`src/rtl/bin_to_bcd_seq.sv`:
```
// Sequential binary-to-BCD converter (shift-and-add-3, one bit per clock).
// start/ready/done handshake; saturates to all 9s with a sticky overflow flag
// when the operand does not fit in DIGITS decimal digits.
// Optional feature macro: LEADING_ZERO_BLANK_EN adds a registered 'blank'
// output marking leading-zero digits.
module bin_to_bcd_seq #(
   parameter int unsigned IN_W   = 16,
   parameter int unsigned DIGITS = 5
) (
   input  logic                  clk,
   input  logic                  rst_n,
   input  logic                  start,
   input  logic [IN_W-1:0]       val,
   output logic                  ready,
   output logic                  done,
   output logic [4*DIGITS-1:0]   bcd,
   output logic                  overflow
`ifdef LEADING_ZERO_BLANK_EN
   ,
   output logic [DIGITS-1:0]     blank
`endif
);

   localparam int unsigned BW    = 4 * DIGITS;
   localparam int unsigned CNT_W = $clog2(IN_W);
   localparam logic [BW-1:0] SAT_NINES = {DIGITS{4'h9}};

   typedef enum logic {StIdle, StConv} state_t;

   state_t             state;
   logic [BW-1:0]      scratch;
   logic [IN_W-1:0]    operand;
   logic [CNT_W-1:0]   cnt;
   logic               sticky;

   logic [BW-1:0]      adj;
   logic [BW-1:0]      shifted;
   logic               sticky_nxt;
   logic [BW-1:0]      final_bcd;

   // One double-dabble step: add 3 to digits >= 5, then shift in the operand MSB
   always_comb begin
      adj = scratch;
      for (int i = 0; i < int'(DIGITS); i++) begin
         if (scratch[4*i +: 4] >= 4'd5) begin
            adj[4*i +: 4] = scratch[4*i +: 4] + 4'd3;
         end
      end
      shifted    = {adj[BW-2:0], operand[IN_W-1]};
      // A 1 leaving the top digit means the running value reached 10^DIGITS
      sticky_nxt = sticky | adj[BW-1];
      final_bcd  = sticky_nxt ? SAT_NINES : shifted;
   end

`ifdef LEADING_ZERO_BLANK_EN
   localparam logic [DIGITS-1:0] BLANK_RST = {DIGITS{1'b1}} << 1;
   logic [DIGITS-1:0] blank_nxt;
   logic              zero_above;

   // Digit i is blank when it and every higher digit are zero; units never blank
   always_comb begin
      blank_nxt  = '0;
      zero_above = 1'b1;
      for (int i = int'(DIGITS) - 1; i >= 0; i--) begin
         zero_above   = zero_above & (final_bcd[4*i +: 4] == 4'd0);
         blank_nxt[i] = zero_above;
      end
      blank_nxt[0] = 1'b0;
   end
`endif

   // Control FSM, datapath registers and registered outputs
   always_ff @(posedge clk or negedge rst_n) begin
      if (!rst_n) begin
         state    <= StIdle;
         ready    <= 1'b1;
         done     <= 1'b0;
         bcd      <= '0;
         overflow <= 1'b0;
         scratch  <= '0;
         operand  <= '0;
         cnt      <= '0;
         sticky   <= 1'b0;
`ifdef LEADING_ZERO_BLANK_EN
         blank    <= BLANK_RST;
`endif
      end else begin
         done <= 1'b0;
         unique case (state)
            StIdle: begin
               if (start) begin
                  operand <= val;
                  scratch <= '0;
                  sticky  <= 1'b0;
                  cnt     <= CNT_W'(IN_W - 1);
                  ready   <= 1'b0;
                  state   <= StConv;
               end
            end
            StConv: begin
               scratch <= shifted;
               operand <= {operand[IN_W-2:0], 1'b0};
               sticky  <= sticky_nxt;
               cnt     <= cnt - CNT_W'(1);
               if (cnt == '0) begin
                  state    <= StIdle;
                  ready    <= 1'b1;
                  done     <= 1'b1;
                  bcd      <= final_bcd;
                  overflow <= sticky_nxt;
`ifdef LEADING_ZERO_BLANK_EN
                  blank    <= blank_nxt;
`endif
               end
            end
         endcase
      end
   end

endmodule

```
`config.mk`:
```
export PLATFORM = sky130hd
export DESIGN_NAME = bin_to_bcd_seq
export DESIGN_NICKNAME = d
export VERILOG_FILES = /design/src/rtl/bin_to_bcd_seq.sv
export SDC_FILE = /design/constraint.sdc
export NUM_CORES = 1
export LEC_CHECK = 0
export CORE_MARGIN = 3
export CORE_UTILIZATION = 43
export DETAILED_ROUTE_END_ITERATION = 10
export GPL_TIMING_DRIVEN = 0
export PLACE_DENSITY = 0.67
export SLEW_MARGIN = 20
export SYNTH_ARGS = -nofsm -noshare
export SYNTH_HDL_FRONTEND = slang
export SYNTH_SLANG_ARGS = --single-unit
```
`constraint.sdc`:
```
create_clock -name clk -period 1.55 [get_ports clk]
set_input_delay 0.465 -clock clk [delete_from_list [all_inputs] [get_ports clk]]
set_output_delay 0.465 -clock clk [all_outputs]
set_load 0.01 [all_outputs]
```
==> results of run 1 <==
==> routing by layer <==
layer  track usage [%]  vias to the layer above
li1                  -                     1186
met1              22.0                     1221
met2              30.5                       50
met3              5.58                       10
met4              6.06                        0
met5                 0                        -
==> final cells by class <==
cell class | count | area [µm²]
Buffer | 18 | 100
Clock buffer | 14 | 173
Clock inverter | 2 | 35.0
Fill cell | 606 | 2710
Inverter | 14 | 52.6
Multi-Input combinational cell | 206 | 1640
Sequential cell | 65 | 1630
Tap cell | 96 | 120
Timing Repair Buffer | 59 | 528
==> path summary, 6_finish.rpt <==
path | startpoint | endpoint | slack [ns] | cells after the start
min | rst_n | bcd[5] | 0.007 | 1
min in group clk | bcd[10] | bcd[10] | 0.48 | 2
min reg2reg | bcd[10] | bcd[10] | 0.48 | 2
max in group asynchronous | rst_n | bcd[16] | 1.02 | 2
max | scratch[16] | bcd[18] | -0.04 | 7
max reg2reg | scratch[16] | bcd[18] | -0.04 | 7
==> what timing repair did <==
action / in CTS / in global routing
gates cloned: 1 / 0
setup endpoints to repair: 50 / 28
endpoints found under the hold margin: 0 / 0
pin swaps: 14 / 5
setup buffers: 13 / 4
gates resized for setup: 60 / 13
==> sequential cells by signal, indices dropped and copies added, names as in the netlist <==
| name | flops |
|---|---|
| bcd | 20 |
| cnt | 4 |
| done | 1 |
| operand | 16 |
| overflow | 1 |
| ready | 1 |
| scratch | 20 |
| state | 1 |
| sticky | 1 |
==> worst register-to-register path: cells and delay by family, from the launching register on <==
kind                       cells  cell delay, ns
AOI/OAI and AO/OA              2            0.44
DFF                            1            0.42
buffers and inverters          2            0.28
and+or+nand+nor                2            0.21
adders and majority gates      1            0.16
==> cells in the final DEF, fill, tap and decap left out, types with 4 or more instances in the layout <==
cell type	netlist	layout
inv_1	14	4
buf_4	0	21
clkbuf_1	4	5
buf_2	10	7
mux2i_1	35	35
ha_2	0	5
nand2_1	47	47
a31oi_1	9	7
clkbuf_8	0	12
a21oi_1	20	15
nor3b_1	9	9
xnor2_1	7	6
dlygate4sd2_1	0	22
o21ai_0	20	20
mux2_4	0	5
o31ai_2	9	9
ha_4	0	4
clkdlybuf4s50_1	0	16
inv_2	0	10
nand2b_4	0	5
dfrtp_1	64	64
nor3_1	5	5
nor2_1	16	16
==> power groups by stage <==
stage / logic [mW] / clock network, mW / registers (mW)
3_5_place_dp: 3.58 / 0 / 3.00
2_1_floorplan: 2.38 / 0 / 2.98
4_1_cts: 4.15 / 1.54 / 2.97
5_1_grt: 4.88 / 1.62 / 3.09
6_report: 4.45 / 1.50 / 3.00
3_3_place_gp: 3.43 / 0 / 2.96
==> metrics by stage <==
| stage | cells | util, % | TNS, ns |
|---|---|---|---|
| 3_3_place_gp | 439 | 53.4 | -143.00 |
| 2_1_floorplan | 303 | - | -0.0156 |
| 6_report | 474 | 61.2 | -0.372 |
| 4_1_cts | 470 | 59.7 | -0.408 |
| 3_5_place_dp | 440 | 53.7 | -3.90 |
| 5_1_grt | 474 | 61.2 | -2.12 |
==> logic make-up after synthesis <==
kind of cell | synth area share (%)
simple gates | 12.0
xor+xnor | 1.92
fa+ha+maj | 4.32
mux | 12.8
buf+inv | 4.39
compound gates | 13.6
flops | 51.0
==> cells in the mapped netlist <==
master | n | area, µm²
xnor2_1 | 7 | 61.3
buf_6 | 1 | 11.3
nor3_1 | 5 | 25.0
nor2_1 | 16 | 60.1
inv_1 | 14 | 52.6
mux2i_1 | 35 | 350
buf_2 | 10 | 50.1
nor3b_2 | 1 | 12.5
o21ai_0 | 20 | 100
nand3_2 | 1 | 10.0
buf_1 | 3 | 11.3
o31ai_1 | 1 | 7.51
ha_1 | 11 | 138
nor3b_1 | 9 | 67.6
a211oi_2 | 1 | 12.5
o31ai_4 | 1 | 21.3
o31ai_2 | 9 | 113
o21ai_2 | 1 | 8.76
a211o_1 | 1 | 8.76
mux2_2 | 5 | 56.3
nand2b_1 | 5 | 31.3
a31oi_1 | 9 | 56.3
clkbuf_1 | 4 | 15.0
o21ai_1 | 1 | 5.00
a21oi_1 | 20 | 100
nand2_1 | 47 | 176
dfrtp_1 | 64 | 1600
dfstp_2 | 1 | 26.3
==> results.md, run 1 <==
- Drt pass-1 iters: 4
- Relative slew slack: about 65%
- Longest Clk Path Bufs: 2
- DRC Markers: 0
- Worst Hold Class: in -> async
- CP Data Required Time: 1.82 ns
- Synth cell types: 28
- Hold_buf cts: 0
- Htree depth: 3
- Mean Syn Cell Area: 10.5 µm²
- Worst Setup End Kind: flop
- Dpl hpwl: 4720 µm
- Finish-stage setup viols: 19
- CP max FO: 10
- Clock network fraction of total power: 16.8%
- Syn. warnings: 0
- Vias per inst: 5.20
- Metal2 WL: between 3000 and 4000 µm
- Sw Share: 38.4%
- Area of placed instances: 3750 µm²
- Slowest stage delay, CP: 0.42 ns
- Total Die Area: 8490 µm²
- Antenna Nets Post-Route: 0
- Root buffer cell: clkbuf_8
- DRT iter0 DRCs: 102
- Core area: about 7000 µm²
- Crit path cell chain: inv_2 > ha_4 > nand2b_4 > nor3b_4 > a211o_1 > buf_6 > o31ai_4
- #FFs+latches synth: 65
- Die width: approximately 92 µm
- GPL Wtd Cong: 0.809
- CTS Buf Count: 9
- Met3 Routed Length: about 310 µm
- Global route total overflow: 0
- First-pass GRT wire length: 11900 µm
- Critical path buffers and inverters: 2
- Reg power frac: 33.5%
- Post-synthesis sequential area ratio: 51.0%
- Layout cell share with drive strength beyond 1: 26.5%
- Worst-Margin Slew: around 0.52 ns
- P_int: 5.51 mW
- Global router's overall resource usage: a little under a fifth
- Initial antenna violation count: 0
- Clock transition at path regs: around 0.07 ns
- Total Nets Final: 403
- Die Span Y: 92.1 µm
- Hold slack final: 0.00672 ns
- Area delta synth->final: 34.0%
- Syn Std Cell Area: 3190 µm²
- Place WS: -0.280 ns
- Status: finished with violations
- Peak supply drop: 1.00 mV
- PortBufs: 40
- Clock tree sinks: 65
- CTS tree: built
- Largest delay contributor family on the critical path: compound AO/OA/AOI/OAI gates
- Top Layer Used: met4
- Syn Nets: between 300 and 400
- # IOs: 42
- Final WL: 7250 µm
- Skew final: 0.00838 ns
- Vias in the first global route: 2416
- Total power: 8.95 mW
- Worst EP arrival: around 1.9 ns
- CP Class: reg -> reg
- Design area: 4270 µm²
- Drt wl/cell: 15.3 µm
- Comb pwr share: between 40% and 50%
- Slew Limit Fails: 0
- Final period utilization: 102%
- Fin crit period: 1.59 ns
- Clk_lat worst skew: 0.35 ns
- Largest net degree at the start of global routing: 45
- Initial Util: 45.7%
- Vias: 2467
- Core Rows: 30
- WL met1: 3200 µm
- Leakage dissipation: 2.00 nW
- Psw: 3.44 mW
- Final hold vios: 0
- Synth Instances: ~300
- RSZ-0062 raised after global routing: true
- PD cells: approximately 2100 nW/µm²
- Critical path's slowest cell: dfrtp_1
- Fmax achieved: 0.630 GHz
- Failing checks: setup timing
- Max-cap violations: 0
- Setup ws final: -0.0384 ns
- Setup crit start kind: flop
- Antenna diodes: 0
Power figures use the tool's default switching activity.
==> run 2: changes to the inputs <==
--- a/config.mk
+++ b/config.mk
@@ -5,7 +5,8 @@
 export SDC_FILE = /design/constraint.sdc
 export NUM_CORES = 1
 export LEC_CHECK = 0
-export CORE_MARGIN = 3
+export ABC_AREA = 1
+export CORE_MARGIN = 4
 export CORE_UTILIZATION = 43
 export DETAILED_ROUTE_END_ITERATION = 10
 export GPL_TIMING_DRIVEN = 0
==> run 2 against run 1 <==
The run now ends clean. Hold slack better by 0.027 ns. Final cell count up 12%. Final area down 4.2%. Area after synthesis down 0.31%. Sequential share of layout area up 1.7 points. Worst setup slack better by 0.10 ns. Power down 3.4%. Combinational power down 5.6%. Register-to-register slack better by 0.11 ns. First-iteration DRC count up 66%. Synthesized cell count up 20%. Count of clock-buffer cells in the layout down 3.
==> results.md, run 2 <==
- Comb pwr share: 48.5%
- Global router's overall resource usage: 17.3%
- Mean Syn Cell Area: 8.73 µm²
- Place WS: -0.249 ns
- Total power: 8.65 mW
- Psw: 3.57 mW
- #FFs+latches synth: 65
- Drt wl/cell: 14.2 µm
- Post-synthesis sequential area ratio: between 50% and 60%
- Reg-to-Reg Start: cnt[0]
- Worst Setup End Kind: primary output
- Final period utilization: 96.0%
- Dpl hpwl: 5030 µm
- Largest net degree at the start of global routing: 39
- Worst EP arrival: 1.02 ns
- DRC Markers: 0
- Final hold vios: 0
- Syn. warnings: 0
- Top Registers: bcd: 20 flops, scratch: 20 flops, operand: 16 flops
- Dominant synthesized flop cell: dfrtp_1
- Core area: 7210 µm²
- Vias per inst: between 5 and 6
- Total Nets Final: 456
- First-pass GRT wire length: ~12000 µm
- PD cells: 2110 nW/µm²
- Post-synth EDFFs: 0
- Clk_lat worst skew: approximately 0.35 ns
- CTS Buf Count: 9
- Reg power frac: between 30 and 40%
- Peak supply drop: between 1 and 1.5 mV
- Total Die Area: 8830 µm²
- Longest Clk Path Bufs: 2
- Antenna diodes: 0
- Global route total overflow: 0
- Antenna Nets Post-Route: 0
- Setup ws final: 0.0627 ns
- Clock transition at path regs: roughly 0.080 ns
- # IOs: 42
- Slew Limit Fails: 0
- Critical path's slowest cell: dfrtp_1
- Synth top area cells: dfrtp_1, nand2_1, nand3_1, inv_1, o21ai_1
- Htree depth: 3
- CP Class: reg -> out
- Vias: 2719
- Filler Cells Inserted: 663
- Largest area contributor in the netlist: dfrtp_1
- CP Data Required Time: 1.08 ns
- Clock network fraction of total power: roughly 18%
- Syn Nets: 394
- Synth top area share: 50.4%
- Syn Std Cell Area: 3180 µm²
- Fmax achieved: 0.672 GHz
- Area delta synth->final: 28.7%
- Count leader, synth: nand2_1
- Max-cap violations: 0
- Initial antenna violation count: 0
- Root buffer cell: clkbuf_8
- Worst Hold Class: in -> async
- Skew final: roughly 0.011 ns
- Clock tree sinks: 65
- PortBufs: 41
- Leakage dissipation: 2.02 nW
- Post-synth ARST share: 100%
- Setup crit start kind: flop
- Die width: 94.0 µm
- Layout cell share with drive strength beyond 1: 14.2%
- Post-synth top cells: nand2_1, dfrtp_1, nand3_1
- Core Rows: 31
- Worst R2R Setup Slack: 0.07 ns
- Hold_buf cts: 0
- Fin crit period: 1.49 ns
- GPL Wtd Cong: 0.839
- Worst-Margin Slew: 0.378 ns
- Drt pass-1 iters: 4
- Status: complete, no violations
- DRT iter0 DRCs: 169
- Final WL: roughly 7500 µm
- Largest delay contributor family on the critical path: flip-flops
- Synth Instances: between 300 and 400
- Initial Util: 44.1%
- P_int: 5.08 mW
- Critical path buffers and inverters: 1
- Vias in the first global route: 2592
- Die Span Y: roughly 94 µm
- CP max FO: 2
- Most frequent cells in the layout: nand2_1, dfrtp_1, nand3_1
- Synth cell types: 28
- Relative slew slack: 74.8%
- Most common cell after layout, fill and taps aside: nand2_1
- Slowest stage delay, CP: between 0.3 and 0.4 ns
- RSZ-0062 raised after global routing: true
- Crit path cell chain: dlygate4sd2_1
- Sw Share: 41.3%
- Critical Path Start: bcd[16]
- CTS tree: built
- Finish-stage setup viols: 0
==> run 2: cells by family (layout without fill, tap and decap cells) <==
kind of cell / count (synthesis) / after routing / synth area share, %
AND/OR/NAND/NOR: 167 / 168 / 23.8
flip-flops: 65 / 65 / 51.2
AO/OA/AOI/OAI: 62 / 62 / 11.9
buffers and inverters: 59 / 125 / 8.82
adder cells (fa/ha/maj): 11 / 11 / 4.33
==> run 2: power by group through the flow <==
stage,registers [mW],logic (mW),clock network [mW]
5_1_grt,2.95,4.79,1.70
6_report,2.86,4.20,1.60
3_5_place_dp,2.89,4.01,0
2_1_floorplan,2.91,2.68,0
4_1_cts,2.85,3.87,1.62
3_3_place_gp,2.87,3.90,0
==> run 2: final cells by class <==
| cell class | count | area, µm² | share of cell area [%] |
|---|---|---|---|
| Buffer | 13 | 129 | 3.15 |
| Clock buffer | 11 | 141 | 3.45 |
| Clock inverter | 5 | 78.8 | 1.93 |
| Inverter | 46 | 175 | 4.28 |
| Multi-Input combinational cell | 241 | 1330 | 32.4 |
| Sequential cell | 65 | 1630 | 39.8 |
| Tap cell | 99 | 124 | 3.03 |
| Timing Repair Buffer | 50 | 492 | 12.0 |
==> run 2: timing repair <==
action                                 CTS  global route
endpoints found under the hold margin    0             0
cloned                                   0             3
gates resized for setup                 27            23
setup buffers                            0             6
setup endpoints to repair               31            22
pin swaps                                0             3
==> run 2: per-layer routing <==
layer	up-vias	GRT usage [%]	wire, µm	share of wire, %
met5	-	0	0	0
li1	1340	-	-	-
met1	1288	21.4	3420	45
met3	10	5.37	385	5.1
met4	0	4.21	113	1.5
met2	81	29.3	3600	48
==> run 2: through the flow <==
step | util, % | std cells | hold WS (ns) | setup TNS, ns | area [µm²]
after CTS | 54.4 | 521 | 0.0397 | 0 | 3920
final | 56.7 | 530 | 0.0336 | 0 | 4090
after floorplan | - | 364 | 0.169 | 0 | 3180
after global placement | 51.5 | 504 | 0.465 | -145.98 | 3710
after global routing | 56.7 | 530 | 0.0445 | -0.278 | 4090
after detailed placement | 51.7 | 505 | 0.412 | -6.03 | 3730
==> run 2: worst paths after layout <==
check / endpoint / depth (start not counted)
hold reg to reg: bcd[14] / 2
hold / removal: bcd[5] / 1
min in group clk: bcd[14] / 2
setup / recovery: bcd[16] / 1
setup reg to reg: bcd[1] / 8
max in group asynchronous: ready / 2
